$ cat src/rtl/uart_ram_loader_if.sv
// RAM write-port bundle driven by the loader and consumed by the RAM.
// enw is a single-cycle strobe with no back-pressure: the slave must accept
// address/wdata in every cycle where enw is high; both hold between strobes.
interface uart_ram_loader_if #(
   parameter int WIDTH = 32
) ();
   logic             enw;
   logic [WIDTH-1:0] address;
   logic [WIDTH-1:0] wdata;

   modport master (output enw, address, wdata);
   modport slave  (input  enw, address, wdata);
endinterface

$ cat src/rtl/uart_ram_loader.sv
// Boot loader: receives a length-prefixed little-endian word stream on an
// 8N1 UART line and writes it to RAM words 0..N-1, then raises done.
module uart_ram_loader #(
   parameter int WIDTH        = 32,
   parameter int DEPTH        = 100_000,
   parameter int CLKS_PER_BIT = 868
) (
   input  logic                     clk,
   input  logic                     rst,
   input  logic                     rx,
   uart_ram_loader_if.master        ram,
   output logic                     busy,
   output logic                     done,
   output logic                     error,
   output logic [1:0]               o_dbg_rx_state,
   output logic [2:0]               o_dbg_ld_state
);
   localparam int CW = $clog2(CLKS_PER_BIT + 1);

   typedef enum logic [1:0] {RX_IDLE, RX_START, RX_DATA, RX_STOP} rx_state_t;
   typedef enum logic [2:0] {LD_LEN, LD_DATA, LD_WRITE, LD_DONE, LD_ERROR} ld_state_t;

   logic             r_rx_meta, r_rx_sync;
   rx_state_t        r_rx_state, w_rx_next;
   logic [CW-1:0]    r_cnt;
   logic [2:0]       r_bit_idx;
   logic [7:0]       r_shift;
   logic             w_cnt_zero, w_byte_valid, w_frame_err, w_start_ok;

   ld_state_t        r_ld_state, w_ld_next;
   logic [1:0]       r_byte_cnt;
   logic [WIDTH-1:0] r_asm, w_asm_next;
   logic [WIDTH-1:0] r_len, r_widx, r_address, r_wdata;
   logic             r_busy;
   logic             w_collect;

   // rx is asynchronous to clk; two flops before any decision is made on it
   always_ff @(posedge clk) begin
      if (rst) begin
         r_rx_meta <= 1'b1;
         r_rx_sync <= 1'b1;
      end else begin
         r_rx_meta <= rx;
         r_rx_sync <= r_rx_meta;
      end
   end

   assign w_cnt_zero = (r_cnt == '0);

   always_ff @(posedge clk) begin
      if (rst) r_rx_state <= RX_IDLE;
      else     r_rx_state <= w_rx_next;
   end

   always_comb begin
      w_rx_next    = r_rx_state;
      w_byte_valid = 1'b0;
      w_frame_err  = 1'b0;
      w_start_ok   = 1'b0;
      case (r_rx_state)
         RX_IDLE:  if (!r_rx_sync) w_rx_next = RX_START;
         RX_START: if (w_cnt_zero) begin
            if (!r_rx_sync) begin
               w_rx_next  = RX_DATA;
               w_start_ok = 1'b1;
            end else begin
               w_rx_next  = RX_IDLE;
            end
         end
         RX_DATA:  if (w_cnt_zero && r_bit_idx == 3'd7) w_rx_next = RX_STOP;
         RX_STOP:  if (w_cnt_zero) begin
            w_rx_next    = RX_IDLE;
            w_byte_valid = r_rx_sync;
            w_frame_err  = !r_rx_sync;
         end
         default:  w_rx_next = RX_IDLE;
      endcase
   end

   always_ff @(posedge clk) begin
      if (rst) begin
         r_cnt     <= '0;
         r_bit_idx <= '0;
         r_shift   <= '0;
      end else begin
         case (r_rx_state)
            RX_IDLE: begin
               r_cnt     <= CW'(CLKS_PER_BIT / 2);
               r_bit_idx <= '0;
            end
            RX_START: r_cnt <= w_cnt_zero ? CW'(CLKS_PER_BIT - 1) : r_cnt - 1'b1;
            RX_DATA: begin
               if (w_cnt_zero) begin
                  r_shift   <= {r_rx_sync, r_shift[7:1]};
                  r_bit_idx <= r_bit_idx + 3'd1;
                  r_cnt     <= CW'(CLKS_PER_BIT - 1);
               end else begin
                  r_cnt <= r_cnt - 1'b1;
               end
            end
            RX_STOP: if (!w_cnt_zero) r_cnt <= r_cnt - 1'b1;
            default: r_cnt <= '0;
         endcase
      end
   end

   // Bytes land in their little-endian lane, so byte 0 ends up in bits 7:0
   always_comb begin
      w_asm_next = r_asm;
      w_asm_next[{r_byte_cnt, 3'b000} +: 8] = r_shift;
   end

   assign w_collect = w_byte_valid && (r_ld_state == LD_LEN || r_ld_state == LD_DATA);

   always_ff @(posedge clk) begin
      if (rst) r_ld_state <= LD_LEN;
      else     r_ld_state <= w_ld_next;
   end

   always_comb begin
      w_ld_next = r_ld_state;
      case (r_ld_state)
         LD_LEN: begin
            if (w_frame_err) w_ld_next = LD_ERROR;
            else if (w_byte_valid && r_byte_cnt == 2'd3) begin
               if (w_asm_next == '0)                w_ld_next = LD_DONE;
               else if (w_asm_next > WIDTH'(DEPTH)) w_ld_next = LD_ERROR;
               else                                 w_ld_next = LD_DATA;
            end
         end
         LD_DATA: begin
            if (w_frame_err) w_ld_next = LD_ERROR;
            else if (w_byte_valid && r_byte_cnt == 2'd3) w_ld_next = LD_WRITE;
         end
         LD_WRITE: w_ld_next = (r_widx + WIDTH'(1) == r_len) ? LD_DONE : LD_DATA;
         LD_DONE:  w_ld_next = LD_DONE;
         LD_ERROR: w_ld_next = LD_ERROR;
         default:  w_ld_next = LD_ERROR;
      endcase
   end

   always_ff @(posedge clk) begin
      if (rst) begin
         r_byte_cnt <= '0;
         r_asm      <= '0;
         r_len      <= '0;
         r_widx     <= '0;
         r_address  <= '0;
         r_wdata    <= '0;
         r_busy     <= 1'b0;
      end else begin
         if (w_collect) begin
            r_asm      <= w_asm_next;
            r_byte_cnt <= r_byte_cnt + 2'd1;
         end
         if (w_collect && r_byte_cnt == 2'd3) begin
            if (r_ld_state == LD_LEN) begin
               r_len <= w_asm_next;
            end else begin
               r_address <= r_widx;
               r_wdata   <= w_asm_next;
            end
         end
         if (r_ld_state == LD_WRITE) r_widx <= r_widx + WIDTH'(1);
         if (w_ld_next == LD_DONE || w_ld_next == LD_ERROR) r_busy <= 1'b0;
         else if (w_start_ok)                               r_busy <= 1'b1;
      end
   end

   assign ram.enw        = (r_ld_state == LD_WRITE);
   assign ram.address    = r_address;
   assign ram.wdata      = r_wdata;
   assign busy           = r_busy;
   assign done           = (r_ld_state == LD_DONE);
   assign error          = (r_ld_state == LD_ERROR);
   assign o_dbg_rx_state = r_rx_state;
   assign o_dbg_ld_state = r_ld_state;
endmodule

$ cat src/flat_wrapper.sv
// flat-port wrapper written by rule: the top's interface ports become plain ports
module uart_ram_loader_flat 
#(
   parameter int WIDTH        = 32,
   parameter int DEPTH        = 100_000,
   parameter int CLKS_PER_BIT = 868
)
  (clk, rst, rx, busy, done, error, o_dbg_rx_state, o_dbg_ld_state, ram_enw, ram_address, ram_wdata);
  uart_ram_loader_if #(.WIDTH(WIDTH)) ram_i ();
  input  logic clk;
  input  logic rst;
  input  logic rx;
  output logic busy;
  output logic done;
  output logic error;
  output logic [1:0] o_dbg_rx_state;
  output logic [2:0] o_dbg_ld_state;
  output wire logic [$bits(ram_i.enw)-1:0] ram_enw;
  output wire logic [$bits(ram_i.address)-1:0] ram_address;
  output wire logic [$bits(ram_i.wdata)-1:0] ram_wdata;
  assign ram_enw = ram_i.enw;
  assign ram_address = ram_i.address;
  assign ram_wdata = ram_i.wdata;
  uart_ram_loader #(.WIDTH(WIDTH), .DEPTH(DEPTH), .CLKS_PER_BIT(CLKS_PER_BIT)) u_core (.clk(clk), .rst(rst), .rx(rx), .ram(ram_i), .busy(busy), .done(done), .error(error), .o_dbg_rx_state(o_dbg_rx_state), .o_dbg_ld_state(o_dbg_ld_state));
endmodule
$ cat config.mk
export PLATFORM = sky130hd
export DESIGN_NAME = uart_ram_loader_flat
export DESIGN_NICKNAME = d
export VERILOG_FILES = /design/src/rtl/uart_ram_loader_if.sv /design/src/rtl/uart_ram_loader.sv /design/src/flat_wrapper.sv
export SDC_FILE = /design/constraint.sdc
export NUM_CORES = 1
export LEC_CHECK = 0
export BUFFER_PORTS_ARGS = -buffer_cell sky130_fd_sc_hd__buf_2
export CAP_MARGIN = 15
export CORE_UTILIZATION = 64
export DETAILED_ROUTE_END_ITERATION = 6
export GPL_TIMING_DRIVEN = 0
export PLACE_DENSITY_LB_ADDON = 0.08
export SLEW_MARGIN = 25
export SYNTH_ARGS = -nofsm -noshare
export SYNTH_HDL_FRONTEND = slang
export SYNTH_SLANG_ARGS = --single-unit
$ cat constraint.sdc
create_clock -name clk -period 5.8 [get_ports clk]
set_clock_uncertainty 0.2 [all_clocks]
set_input_delay 0.58 -clock clk [delete_from_list [all_inputs] [get_ports clk]]
set_output_delay 0.58 -clock clk [all_outputs]
set_load 0.005 [all_outputs]
# [Word-level counts from Yosys, hierarchy flattened]
# Cells that the tools add are included.
# W data, S select, Z words.
[totals] reg_bits=191 latch_bits=0 mem_bits_rw=0 romBits=0 input_bits=3 output_inout_bits=73 word_cells=87 memories=0
[op_classes] add_sub_neg=5 mul=0 div=0 order_cmp=1 eq_ne=18 n_shift=2 mux=27 bitwise=1 n_reduce_logical=19
[op_table] cell="$add A32 B1 Y32 const B" n=1
[op_table] cell="$bwmux W32" n=1
[op_table] cell="$eq A32 B32 Y1" n=1
[op_table] cell="$gt A32 B17 Y1 const B" n=1
[op_table] cell="$logic_not A32 Y1" n=1
[op_table] cell="$shift A8 B7 Y32 const A" n=1
[op_table] cell="$shiftx A8 B7 Y32" n=1
[op_table] cell="$pmux W10 S3" n=1
[op_table] cell="$mux W3" n=7
[op_table] cell="$mux W10" n=2
[op_table] cell="$mux W2" n=6
[op_table] cell="$pmux W3 S4" n=1
[op_table] cell="$logic_not A10 Y1" n=1
[op_table] cell="$sub A10 B1 Y10 const B" n=1
[op_table] cell="$eq A3 B2 Y1 const B" n=3
[op_table] cell="$eq A3 B3 Y1 const B" n=3
[op_table] cell="$ne A2 B1 Y1 const B" n=4
[op_table] cell="$pmux W2 S4" n=1
[op_table] cell="$reduce_and A2 Y1" n=4
[op_table] cell="$mux W1" n=7
[op_table] cell="$neg A5 Y7" n=1
[op_table] cell="$eq A2 B2 Y1 const B" n=3
[op_table] cell="$pmux W3 S2" n=1
[op_table] cell="$logic_and A1 B1 Y1" n=4
[op_table] cell="other kinds (13)" n=16

# [Depth between registers and ports, before layout]
# Gate-level depths: netlist (run 1).
[depth] ltp_word=12 depth_mapped=12 depth_no_buf=10

# [Least setup slack after synthesis (run 1)]
# OpenSTA, ideal clock, no wires.
[synth_timing] path_type="register -> register" start="register u_core.r_byte_cnt[0]" end="register u_core.r_ld_state[2] (netlist: u_core.o_dbg_ld_state[2])" setup_ns=0.115 t_arrival_ns=2.529 required_ns=5.485 path_slack_ns=2.955 stages_incl_launch_ff=11 path_buffers=1 synth_period_minus_slack_ns=2.845 cell_sequence="dfxtp_1 -> inv_1 -> ha_1 -> and4b_1 -> clkbuf_1 -> a21oi_1 -> a21bo_2 -> a211oi_1 -> nor4_1 -> o21ba_2 -> o21ba_2"
[synth_via] elab_chain_len=9 word_cells_on_any_way=15 cone_classes="add/sub (1); order compare (1); eq/ne (1); shift (2); mux (8); reduce/logical (2)"
[synth_rtl] item="from (decl)" line_no="uart_ram_loader.sv:31" text="logic [1:0] r_byte_cnt;"
[synth_rtl] item="from (signal assigned)" line_no="uart_ram_loader.sv:154" text="r_byte_cnt <= r_byte_cnt + 2'd1;"
[synth_rtl] item="$neg A5 Y7" line_no="uart_ram_loader.sv:110" text="w_asm_next[{r_byte_cnt, 3'b000} +: 8] = r_shift;"
[synth_rtl] item="$shiftx A8 B7 Y32 or $shift A8 B7 Y32 (tied branches)" line_no="uart_ram_loader.sv:110"
[synth_rtl] item="$bwmux W32" line_no="uart_ram_loader.sv:110"
[synth_rtl] item="$gt A32 B17 Y1" line_no="uart_ram_loader.sv:127" text="else if (w_asm_next > WIDTH'(DEPTH)) w_ld_next = LD_ERROR;"
[synth_rtl] item="$mux W3" line_no="uart_ram_loader.sv:127"
[synth_rtl] item="$mux W3" line_no="uart_ram_loader.sv:126" text="if (w_asm_next == '0) w_ld_next = LD_DONE;"
[synth_rtl] item="$mux W3" line_no="uart_ram_loader.sv:125" text="else if (w_byte_valid && r_byte_cnt == 2'd3) begin"
[synth_rtl] item="$mux W3" line_no="uart_ram_loader.sv:124" text="if (w_frame_err) w_ld_next = LD_ERROR;"
[synth_rtl] item="$pmux W3 S4 (*)" line_no="uart_ram_loader.sv:122" text="case (r_ld_state)"
[synth_rtl] item="to (signal assigned)" line_no="uart_ram_loader.sv:117" text="else r_ld_state <= w_ld_next;"
[synth_rtl] item="to (decl)" line_no="uart_ram_loader.sv:30" text="ld_state_t r_ld_state, w_ld_next;"
# Every way passes the cells marked *; elsewhere a longest branch is shown, timed or not.
# A chain may end at the register's enable or synchronous reset.

# [Worst setup path in the final report (run 1)]
[layout_timing] start="register u_core.r_byte_cnt[0]" end="register u_core.r_busy (netlist: u_core.busy)"
[layout_via] elab_chain_len=12 word_cells_on_any_way=19 cone_classes="add/sub (1); order compare (1); eq/ne (3); shift (2); mux (8); reduce/logical (4)"
[layout_rtl] item="$neg A5 Y7" line_no="uart_ram_loader.sv:110"
[layout_rtl] item="$shiftx A8 B7 Y32 or $shift A8 B7 Y32 (tied branches)" line_no="uart_ram_loader.sv:110"
[layout_rtl] item="$bwmux W32" line_no="uart_ram_loader.sv:110"
[layout_rtl] item="$gt A32 B17 Y1" line_no="uart_ram_loader.sv:127"
[layout_rtl] item="$mux W3" line_no="uart_ram_loader.sv:127"
[layout_rtl] item="$mux W3" line_no="uart_ram_loader.sv:126"
[layout_rtl] item="$mux W3" line_no="uart_ram_loader.sv:125"
[layout_rtl] item="$mux W3" line_no="uart_ram_loader.sv:124"
[layout_rtl] item="$pmux W3 S4 (*)" line_no="uart_ram_loader.sv:122"
[layout_rtl] item="$eq A3 B2 Y1 or $eq A3 B3 Y1 (tied branches)" line_no="uart_ram_loader.sv:165" text="if (w_ld_next == LD_DONE || w_ld_next == LD_ERROR) r_busy <= 1'b0;"
[layout_rtl] item="$logic_or A1 B1 Y1 (*)" line_no="uart_ram_loader.sv:165"
[layout_rtl] item="$reduce_or A2 Y1 (no line) (*)"
[layout_rtl] item="to (signal assigned)" line_no="uart_ram_loader.sv:150" text="r_busy <= 1'b0;"
[layout_rtl] item="to (signal assigned)" line_no="uart_ram_loader.sv:165"
[layout_rtl] item="to (signal assigned)" line_no="uart_ram_loader.sv:166" text="else if (w_start_ok) r_busy <= 1'b1;"
[layout_rtl] item="to (decl)" line_no="uart_ram_loader.sv:34" text="logic r_busy;"
# Marked as above.

==> qor.yml, run 1 <==
start_util_pct: 66.7
cts_tree: "done"
max_slew_margin_pct: 41.7
netlist.area_leader.share_pct: 42.6
post-cts-setup-buffer-count: 0
grt_usage_pct: 34.8
synth_nets: 1107
placed_area_um2: 9560
clock_path_buffers: 2
crit_type: "reg2reg"
worstRegToRegCells: 10
cts-htree-levels: 4
hp-class: "in2reg"
cts_root_buf: "clkbuf_16"
vias: 8359
arrival_ns: 3.80
synth-seq-area-share_pct: 42.6
min_path_cells: 2
synth_area_leaders: "dfxtp_1 (43%), a211oi_1 (8.6%), nor2_1 (7.2%)"
port_buffers: 74
synth-main-ff-cell: "dfxtp_1"
design_area_um2: 10200
drt-wirelength-per-cell_um: 17.7
vias_per_cell: 6.09
clock_sinks: 191
finalHoldViolCount: 0
drcViolationCount: 1
diodes: 0
final_nets: 1200
leakage_nw: 3.78
power_density_nw_per_um2: 262
required_ns: 5.95
ios: 76
first_pass_iters: 7
core-area_um2: 13500
worst_setup_hold_path_clk_slew_ns: 0.06
first_global_vias: 7748
slowest_stage: "nor4b_2"
yosys.area.top_type: "dfxtp_1"
row_count: 42
critPathMaxFanout: 10
wl_mm: 24.2
finalSetupViolCount: 0
die-area_um2: 14500
crit_path_start_kind: "flip-flop"
slowest_delay_ns: 0.78
synth-seq-cells: 191
violations: "design-rule violations"
yosys_warnings: 0
drtIter0Drc: 923
rsz0062_at_grt: "false"
setup-tns-final_ns: 0
async_flop_share_pct: 0
final_antenna_net_count: 0
min_period_over_period_pct: 62.9
crit_start: "u_core.r_byte_cnt[0]$_SDFFE_PP0P_"
cap_violations: 0
power_w: 0.00267
grt_max_degree: 17
die_w_um: 120
fmax_mhz: 274
clock_latency_ns: 0.44
period_needed_ns: 3.65
synth_area_um2: 8970
area_growth_pct: 13.4
syn_inst: 1091
crit_path_cell_trace: "inv_1, ha_1, clkbuf_1, nor4b_2, a21oi_1, o2111ai_1, nor2_1, a31oi_1, o31ai_1, a211oi_1"
ys_types: 59
worst-slew-pin-transition_ns: 0.872
postSynthAreaPerCell_um2: 8.22
drive_gt1_share_pct: 13.4
dp_hpwl_mm: 17.2
die_h_um: 120
holdPathEnd: "u_core.r_rx_meta$_SDFF_PP1_"
grt_first_pass_wirelength_mm: 39.7
r2r_slack_ns: 2.15
hold_path_startpoint: "rx"
synth_edf_count: 0
end_kind: "flip-flop"
cts.hold.buffers_added: 0
grt_antenna_before_repair: 0
place.gp.congestion: 0.959
r2r_start: "u_core.r_byte_cnt[0]$_SDFFE_PP0P_"
gr-total-overflow: 0
cts_resized: 0
cts_buffers: 17
slew_violations: 0
irDropWorstVdd_mv: 0.194
status: "finished with violations"
rr_endpoint: "u_core.busy$_SDFFE_PP0P_"
## through the flow
| stage | hold WS, ns | utilization, % | setup WS, ns | instances |
|---|---|---|---|---|
| finish | 0.128 | 75.6 | 2.15 | 1372 |
| global route | 0.137 | 75.6 | 1.95 | 1372 |
| CTS | 0.119 | 75.6 | 2.27 | 1372 |
| detailed placement | 0.204 | 71.1 | 2.34 | 1341 |
| global placement | 0.196 | 71.1 | 2.31 | 1341 |
| floorplan | 0.189 | - | 2.96 | 1091 |
## worst max path at each step
| stage | depth (start not counted) | end |
|---|---|---|
| global route | 10 | u_core.busy$_SDFFE_PP0P_ |
| detailed placement | 10 | u_core.busy$_SDFFE_PP0P_ |
| CTS | 10 | u_core.busy$_SDFFE_PP0P_ |
| global placement | 10 | u_core.busy$_SDFFE_PP0P_ |
| floorplan | 10 | u_core.o_dbg_ld_state[2]$_SDFF_PP0_ |
| finish | 10 | u_core.busy$_SDFFE_PP0P_ |
## per-layer routing
| metal | global-route usage (%) | part of all wire [%] | vias up |
|---|---|---|---|
| met5 | 0 | 0 | - |
| met1 | 44.8 | 43 | 3906 |
| met3 | 7.59 | 7.1 | 74 |
| li1 | - | - | 4001 |
| met4 | 16.4 | 3.7 | 0 |
| met2 | 55.7 | 46 | 378 |
## state kept, by name, indices dropped and copies added (netlist names), named ones only
register	cells
u_core.r_asm	32
u_core.r_len	32
u_core.r_widx	32
u_core.ram.address	32
u_core.ram.wdata	32
u_core.r_cnt	10
u_core.r_shift	8
u_core.o_dbg_ld_state	3
u_core.r_bit_idx	3
u_core.r_byte_cnt	2
u_core.busy	1
u_core.o_dbg_rx_state	1
u_core.r_rx_meta	1
u_core.r_rx_sync	1
## Yosys cell counts, types with 4 or more instances
cell	count
a211oi_1	103
o21ai_0	18
mux2i_1	5
nor4_1	15
inv_1	15
o31ai_1	6
xor2_1	38
or3_1	14
a22oi_1	11
nor3b_1	6
nand2b_1	4
dfxtp_1	191
and3_1	11
xnor2_1	34
nand4_1	18
nor2_1	172
clkbuf_1	43
buf_2	32
nand3_1	22
nand2_1	118
ha_1	13
or4_1	6
a21oi_1	87
nor3_1	12
nor2b_1	31
or2_2	5
and2_1	4
buf_4	6
a31oi_1	8
## layout by cell type (no fill, tap or decap), types with 3 or more instances in the layout
cell and n:
dfxtp_1 191, nor2_1 172, nand2_1 118, buf_2 106, a211oi_1 103, a21oi_1 87, clkbuf_1 47, xor2_1 38
xnor2_1 34, nor2b_1 31, nand3_1 22, nand4_1 18, o21ai_0 18, clkbuf_16 17, inv_1 15, nor4_1 15
or3_1 14, ha_1 13, nor3_1 12, and3_1 11, a22oi_1 11, a31oi_1 8, nor3b_1 6, buf_4 6
or4_1 6, o31ai_1 6, mux2i_1 5, or2_2 5, and2_1 4, nand2b_1 4, bufinv_16 4, clkinvlp_4 4
buf_1 3, and4_1 3
## worst max-delay path, delay by kind of cell, from the launching register on
family,cells,cell delay [ns]
and+or+nand+nor,2,0.90
AOI/OAI and AO/OA,5,1.20
DFF,1,0.47
adders and majority gates,1,0.33
buffers and inverters,2,0.43
## where the power goes
part | switching, W | internal, W
Sequential | 0.00000992 | 0.00132
Combinational | 0.0000685 | 0.0000330
Clock | 0.000506 | 0.000732
## final cells by class
class,instances,area [um2]
plain buffers,85,389
flip-flops and latches,191,3820
well taps,176,220
repair buffers,74,370
clock buffers,22,454
clock inverters,9,159
fillers,1015,3280
multi-input cells,800,4700
inverters,15,56.3
## cells by family (layout without fill, tap and decap cells)
family,count (synthesis),count (layout),synth area share [%]
XOR/XNOR,72,72,7.03
AO/OA/AOI/OAI,254,254,18.5
adder cells (fa/ha/maj),13,13,1.81
buffers and inverters,100,205,4.97
multiplexers,7,7,0.809
flip-flops,191,191,42.6
AND/OR/NAND/NOR,454,454,24.2
Note: power is estimated with default switching activity, not from simulation.
==> run 2, diff against run 1 <==
--- a/config.mk
+++ b/config.mk
@@ -5,9 +5,10 @@
 export SDC_FILE = /design/constraint.sdc
 export NUM_CORES = 1
 export LEC_CHECK = 0
+export ABC_AREA = 1
 export BUFFER_PORTS_ARGS = -buffer_cell sky130_fd_sc_hd__buf_2
 export CAP_MARGIN = 15
-export CORE_UTILIZATION = 64
+export CORE_UTILIZATION = 55
 export DETAILED_ROUTE_END_ITERATION = 6
 export GPL_TIMING_DRIVEN = 0
 export PLACE_DENSITY_LB_ADDON = 0.08
==> constraint.sdc (replaced) <==
create_clock -name clk -period 3.03 [get_ports clk]
set_clock_uncertainty 0.2 [all_clocks]
set_input_delay 0.303 -clock clk [delete_from_list [all_inputs] [get_ports clk]]
set_output_delay 0.303 -clock clk [all_outputs]
set_load 0.005 [all_outputs]
==> qor.yml, run 2 <==
die-area_um2: 18100  # was 14,500 um2
finalHoldViolCount: 0  # unchanged
p_clk_share_pct: 41.5  # was 46.4%
grt.busiest_layer: "met2"  # unchanged
dp_slack_ns: -0.188  # was 2.34 ns
core-area_um2: 17200  # was 13,500 um2
slowest_stage: "clkbuf_1"  # was nor4b_2
worst-slew-pin-transition_ns: 0.785  # was 0.872 ns
power_frac_seq_pct: 49.1  # was 49.8%
gr-total-overflow: 0  # unchanged
use_met1_pct: 40.0  # was 44.8%
ff_latch_area_um2: 3820  # about the same
diodes: 0  # unchanged
synth_area_um2: 9660  # was 8970 um2
end_kind: "output port"  # was flip-flop
die_w_um: 135  # was 120 um
final_nets: 1547  # was 1,200
arrival_ns: 2.38  # was 3.80 ns
place.gp.congestion: 0.950  # was 0.959
synth_nets: 1451  # was 1,107
cts-htree-levels: 4  # unchanged
cts_buffers: 17  # unchanged
fin_hold_ws_ns: 0.213  # was 0.128 ns
row_count: 48  # was 42
p_sw_w: 0.00139  # was 0.000585 W
grt_first_pass_wirelength_mm: 44.4  # was 39.7 mm
synthTopCellsByCount: "nand2_1 (270), inv_1 (222), dfxtp_1 (191), o21ai_0 (180), a21oi_1 (175)"  # was dfxtp_1 (191), nor2_1 (172), nand2_1 (118), a211oi_1 (103), a21oi_1 (87)
final_antenna_net_count: 0  # unchanged
synth-seq-area-share_pct: 39.6  # was 42.6%
wl_mm: 28.3  # was 24.2 mm
status: "complete, no violations"  # was finished with violations
max_slew_margin_pct: 47.7  # was 41.7%
syn_inst: 1435  # was 1,091
die_h_um: 135  # was 120 um
power.internal_w: 0.00391  # was 0.00208 W
synth_edf_count: 0  # unchanged
drt-wirelength-per-cell_um: 16.0  # was 17.7 um
first_pass_iters: 5  # was 7
cts_tree: "done"  # unchanged
async_flop_share_pct: 0  # unchanged
drcViolationCount: 0  # was 1
fmax_mhz: 347
design_area_um2: 11000  # was 10,200 um2
drive_gt1_share_pct: 12.6  # was 13.4%
irDropWorstVdd_mv: 0.447  # was 0.194 mV
synth-seq-cells: 191  # unchanged
slowest_delay_ns: 0.64  # was 0.78 ns
yosysMostFrequentCell: "nand2_1"  # was dfxtp_1
finalNonFillerCells: 1769  # was 1,372
rsz0062_at_grt: "false"  # unchanged
placed_area_um2: 10300  # was 9560 um2
worst_setup_hold_path_clk_slew_ns: 0.07  # was 0.06 ns
grt_antenna_before_repair: 0  # unchanged
multiInputGateArea_um2: 4750  # was 4700 um2
crit_path_start_kind: "flip-flop"  # unchanged
final_cell_mix: "nand2_1 (269), inv_1 (222), dfxtp_1 (190)"  # was dfxtp_1 (191), nor2_1 (172), nand2_1 (118)
cap_violations: 0  # unchanged
port_buffers: 75  # was 74
yosys_warnings: 0  # unchanged
clock_latency_ns: 0.45  # was 0.44 ns
use_met3_pct: 4.69  # was 7.59%
leakage_nw: 4.71  # was 3.78 nW
slew_violations: 0  # unchanged
critPathMaxFanout: 10  # unchanged
synth_area_leaders: "dfxtp_1 (40%), nand2_1 (10%), o21ai_0 (9.3%)"  # was dfxtp_1 (43%), a211oi_1 (8.6%), nor2_1 (7.2%)
ys_types: 39  # was 59
switching_share_pct: 26.2  # was 21.9%
n_fill_cell: 1645  # was 1,015
synth-main-ff-cell: "dfxtp_1"  # unchanged
dp_hpwl_mm: 21.5  # was 17.2 mm
yosys.area.top_type: "dfxtp_1"  # unchanged
ios: 76  # unchanged
critPathTopFamily: "buffers and inverters"  # was compound AO/OA/AOI/OAI gates
mostFrequentLayoutCell: "nand2_1"  # was dfxtp_1
cts_root_buf: "clkbuf_16"  # unchanged
grt_max_degree: 17  # unchanged
dp_cells: 1735  # was 1,341
period_needed_ns: 2.88
postSynthAreaPerCell_um2: 6.73  # was 8.22 um2
crit_path_cell_trace: "inv_1, nand2_1, nor2_2, clkbuf_1, buf_2"  # was inv_1, ha_1, clkbuf_1, nor4b_2, a21oi_1, o2111ai_1, nor2_1, a31oi_1, o31ai_1, a211oi_1
use_met2_pct: 53.2  # was 55.7%
clock_sinks: 191  # unchanged
clock_path_buffers: 2  # unchanged
area_growth_pct: 13.7  # was 13.4%
start_util_pct: 56.1  # was 66.7%
pwr-share-comb_pct: 9.4  # was 3.8%
hp-class: "reg2reg"  # was in2reg
power_density_nw_per_um2: 482  # was 262 nW/um2
vias_per_cell: 5.43  # was 6.09
crit_type: "reg2out"  # was reg2reg
worst-path-buf-inv: 3  # was 2
grt_usage_pct: 31.7  # was 34.8%
drtIter0Drc: 800  # was 923
fin_ws_ns: 0.151  # was 2.15 ns
finalSetupViolCount: 0  # unchanged
min_period_over_period_pct: 95.0
netlist.area_leader.share_pct: 39.6  # was 42.6%
required_ns: 2.53  # was 5.95 ns
vias: 9600  # was 8,359
first_global_vias: 8570  # was 7,748
-- run 2: cell types whose count changed in the layout (fill, tap and decap cells not counted), sizes merged, moves of 14 or more --
cell    previous run  this run
or3               14         0
nor2b             31         0
nor4              18         0
nor2             174       142
nand3             23        93
a21oi             87       175
nand2            118       277
a211oi           103         2
inv               16       232
o21ai             18       183
xnor2             34         3
buf              116       100
xor2              38         8
-- run 2: cell type report --
cell class | instances | area share (%)
multi-input combinational | 953 | 43.3
sequential | 191 | 34.8
inverter | 231 | 7.89
clock buffer | 21 | 4.19
timing repair buffer | 77 | 3.58
buffer | 60 | 2.73
tap | 225 | 2.56
clock inverter | 11 | 0.968
-- run 2: path summary, 6_finish.rpt --
kind                                       to                                 from  slack [ns]  depth (start not counted)
setup / recovery                      ram_enw  u_core.o_dbg_ld_state[2]$_SDFF_PP0_        0.15                          5
hold reg to reg   u_core.r_rx_sync$_SDFF_PP1_          u_core.r_rx_meta$_SDFF_PP1_        0.21                          1
setup reg to reg     u_core.busy$_SDFFE_PP0P_    u_core.r_byte_cnt[0]$_SDFFE_PP0P_        0.19                         15
hold / removal    u_core.r_rx_sync$_SDFF_PP1_          u_core.r_rx_meta$_SDFF_PP1_        0.21                          1
-- run 2: cells by family after synthesis --
| family | Yosys count | synth area share (%) |
|---|---|---|
| XOR/XNOR | 13 | 1.48 |
| buffers and inverters | 291 | 12.1 |
| flip-flops | 191 | 39.6 |
| adder cells (fa/ha/maj) | 13 | 1.68 |
| AO/OA/AOI/OAI | 387 | 20.9 |
| AND/OR/NAND/NOR | 540 | 24.3 |
-- run 2: per-stage QoR --
| step | total power, W | setup TNS (ns) | util [%] |
|---|---|---|---|
| 2_1_floorplan | 0.00302 | 0 | - |
| 3_3_place_gp | 0.00314 | -0.345 | 59.9 |
| 3_5_place_dp | 0.00314 | -0.372 | 59.9 |
| 4_1_cts | 0.00531 | 0 | 63.3 |
| 5_1_grt | 0.00550 | 0 | 63.7 |
| 6_report | 0.00529 | 0 | 63.7 |
-- run 2: worst register-to-register path, cell delays in order (launching register included) --
cell and delay (ns):
dfxtp_2 0.42, inv_1 0.12, ha_1 0.42, nand3_2 0.15, buf_4 0.20, o21bai_4 0.23
nor2_1 0.07, nand2_1 0.18, nor2_1 0.12, nand2_1 0.09, nor2_1 0.05, nor2_1 0.12
nand3_1 0.09, nand2_1 0.08, nand3_1 0.08, a21oi_1 0.15
-- run 2: routing by layer --
metal  part of all wire (%)  wire, um  up-vias
li1                       -         -     4825
met1                     44     12400     4348
met2                     46     13100      344
met3                    5.6      1580       83
met4                    4.5      1260        0
met5                      0         0        -
-- run 2: power groups by stage --
| stage | Sequential (W) | Clock [W] | Combinational, W |
|---|---|---|---|
| floorplan | 0.00265 | 0 | 0.000373 |
| global placement | 0.00265 | 0 | 0.000485 |
| detailed placement | 0.00266 | 0 | 0.000489 |
| CTS | 0.00260 | 0.00221 | 0.000495 |
| global route | 0.00260 | 0.00233 | 0.000567 |
| finish | 0.00260 | 0.00220 | 0.000498 |
-- run 2: repair_timing --
| item | in CTS | in global routing |
|---|---|---|
| buffers inserted | 0 | 1 |
| endpoints found under the setup margin | 4 | 4 |
| hold buffers | 1 | 0 |
| hold endpoints to repair | 1 | 0 |
| pin swaps | 0 | 1 |
| gates resized for setup | 8 | 18 |
| gates cloned | 0 | 0 |
==> run 3, diff against run 2 <==
--- a/config.mk
+++ b/config.mk
@@ -8,7 +8,7 @@
 export ABC_AREA = 1
 export BUFFER_PORTS_ARGS = -buffer_cell sky130_fd_sc_hd__buf_2
 export CAP_MARGIN = 15
-export CORE_UTILIZATION = 55
+export CORE_UTILIZATION = 60
 export DETAILED_ROUTE_END_ITERATION = 6
 export GPL_TIMING_DRIVEN = 0
 export PLACE_DENSITY_LB_ADDON = 0.08
==> constraint.sdc (replaced) <==
create_clock -name clk -period 3.2 [get_ports clk]
set_clock_uncertainty 0.2 [all_clocks]
set_input_delay 0.32 -clock clk [delete_from_list [all_inputs] [get_ports clk]]
set_output_delay 0.32 -clock clk [all_outputs]
set_load 0.005 [all_outputs]
==> qor.yml, run 3 (synthesis gave the netlist of run 2 again) <==
end_kind: "flip-flop"  # was output port
worst_setup_hold_path_clk_slew_ns: 0.07  # about the same
cts_tree: "done"  # unchanged
die_h_um: 129  # was 135 um
irDropWorstVdd_mv: 0.407  # was 0.447 mV
clock_latency_ns: 0.44  # was 0.45 ns
crit_type: "reg2reg"  # was reg2out
cts_buffers: 17  # unchanged
power.internal_w: 0.00380  # was 0.00391 W
fin_hold_ws_ns: 0.209  # was 0.213 ns
rsz0062_at_grt: "false"  # unchanged
power_density_nw_per_um2: 469  # was 482 nW/um2
critPathMaxFanout: 7  # was 10
pwr-share-comb_pct: 9.3  # was 9.4%
slew_violations: 0  # unchanged
cap_violations: 0  # unchanged
vias: 9653  # was 9,600
arrival_ns: 3.02  # was 2.38 ns
fmax_mhz: 348
cts_root_buf: "clkbuf_16"  # unchanged
clock_sinks: 191  # unchanged
wl_mm: 27.8  # was 28.3 mm
max_slew_margin_pct: 52.0  # was 47.7%
gr-total-overflow: 0  # unchanged
p_sw_w: 0.00133  # was 0.00139 W
final_nets: 1546  # was 1,547
hp-class: "reg2reg"  # unchanged
diodes: 0  # unchanged
place.gp.congestion: 0.972  # was 0.950
drtIter0Drc: 982  # was 800
grt_usage_pct: 34.5  # was 31.7%
power_frac_seq_pct: 47.9  # was 49.1%
crit_path_start_kind: "flip-flop"  # unchanged
drcViolationCount: 0  # unchanged
row_count: 46  # was 48
mostFrequentLayoutCell: "nand2_1"  # unchanged
ios: 76  # unchanged
die-area_um2: 16600  # was 18,100 um2
setup-tns-final_ns: 0  # unchanged
clock_path_buffers: 2  # unchanged
switching_share_pct: 25.9  # was 26.2%
final_cell_mix: "nand2_1 (270), inv_1 (222), dfxtp_1 (190)"  # was nand2_1 (269), inv_1 (222), dfxtp_1 (190)
first_global_vias: 8667  # was 8,570
dp_hpwl_mm: 20.9  # was 21.5 mm
die_w_um: 129  # was 135 um
first_pass_iters: 7  # was 5
period_needed_ns: 2.88
status: "complete, no violations"  # unchanged
n_fill_cell: 1447  # was 1,645
p_clk_share_pct: 42.8  # was 41.5%
port_buffers: 75  # unchanged
post-cts-setup-buffer-count: 0  # unchanged
min_period_over_period_pct: 89.9
required_ns: 3.34  # was 2.53 ns
grt_antenna_before_repair: 1  # was 0
finalHoldViolCount: 0  # unchanged
area_growth_pct: 13.2  # was 13.7%
drt-wirelength-per-cell_um: 15.8  # was 16.0 um
start_util_pct: 61.0  # was 56.1%
leakage_nw: 4.72  # was 4.71 nW
vias_per_cell: 5.49  # was 5.43
grt_max_degree: 17  # unchanged
drive_gt1_share_pct: 12.1  # was 12.6%
core-area_um2: 15800  # was 17,200 um2
grt_first_pass_wirelength_mm: 43.9  # was 44.4 mm
finalSetupViolCount: 0  # unchanged
final_antenna_net_count: 0  # unchanged
cts-htree-levels: 4  # unchanged
worst-slew-pin-transition_ns: 0.720  # was 0.785 ns
run 3: changes by cell type in the layout (fill, tap and decap cells not counted), moves of 2 or more:
| cell | change |
|---|---|
| clkbuf_1 | -2 |
| clkinv_4 | -3 |
| clkinvlp_4 | -2 |
| inv_6 | +2 |
| nor2_1 | +2 |
| o21ai_0 | +2 |
| o21ai_1 | +2 |
| o21ai_2 | -4 |
| o21bai_2 | +2 |
| o21bai_4 | -3 |
run 3: area by class of cell:
| type | instances | area (um2) | share of cell area, % |
|---|---|---|---|
| buffer | 60 | 300 | 2.74 |
| clock buffer | 20 | 467 | 4.27 |
| clock inverter | 11 | 129 | 1.18 |
| inverter | 231 | 867 | 7.92 |
| multi-input combinational | 953 | 4700 | 42.9 |
| sequential | 191 | 3820 | 35.0 |
| tap | 216 | 270 | 2.47 |
| timing repair buffer | 76 | 385 | 3.52 |
run 3: through the flow:
stage                     worst slack, ns  cell area (um2)  total power (W)  util [%]  cells
final                               0.324            10900          0.00513      69.1   1758
after global routing                0.125            10900          0.00531      69.1   1758
after CTS                          0.0207            10900          0.00513      68.9   1758
after detailed placement           0.0929            10300          0.00298      65.1   1726
after global placement             0.0992            10300          0.00297      65.1   1726
after floorplan                     0.743             9660          0.00286         -   1435
run 3: critical path, stage by stage, from the launching register on:
cell and delay (ns):
dfxtp_2 0.41, inv_1 0.11, ha_1 0.39, nor2_2 0.18, nand2_1 0.18, o21bai_1 0.39, nor2_1 0.08, nand2_1 0.07
nor2_1 0.06, nand2_1 0.10, inv_1 0.04, nand2_1 0.05, nand3_1 0.06, nand2_1 0.06, inv_1 0.04, o21bai_2 0.20
and2_1 0.14
run 3: worst paths after layout:
kind,slack [ns],cells past startpoint,to,startpoint
max,0.32,16,u_core.o_dbg_ld_state[1]$_SDFF_PP0_,u_core.r_byte_cnt[0]$_SDFFE_PP0P_
min,0.21,1,u_core.r_rx_sync$_SDFF_PP1_,u_core.r_rx_meta$_SDFF_PP1_
max reg2reg,0.32,16,u_core.o_dbg_ld_state[1]$_SDFF_PP0_,u_core.r_byte_cnt[0]$_SDFFE_PP0P_
min reg2reg,0.21,1,u_core.r_rx_sync$_SDFF_PP1_,u_core.r_rx_meta$_SDFF_PP1_
run 3: layer usage:
layer	wire [um]	share of wire, %	track usage (%)	vias to the layer above
li1	-	-	-	4817
met1	12000	43	42.6	4369
met2	13000	47	57.9	387
met3	1560	5.6	6.03	78
met4	1220	4.4	17.6	2
met5	13	0.047	0	-
run 3: power groups by stage:
stage	Combinational [W]	Clock (W)	Sequential, W
6_report	0.000477	0.00219	0.00246
5_1_grt	0.000548	0.00230	0.00247
4_1_cts	0.000473	0.00220	0.00246
3_5_place_dp	0.000464	0	0.00251
3_3_place_gp	0.000455	0	0.00251
2_1_floorplan	0.000353	0	0.00251
run 3: what timing repair did:
item,4_1_cts,5_1_grt
hold endpoints to repair,1,0
hold buffers,1,0
gates resized for setup,0,12
setup endpoints to repair,0,4
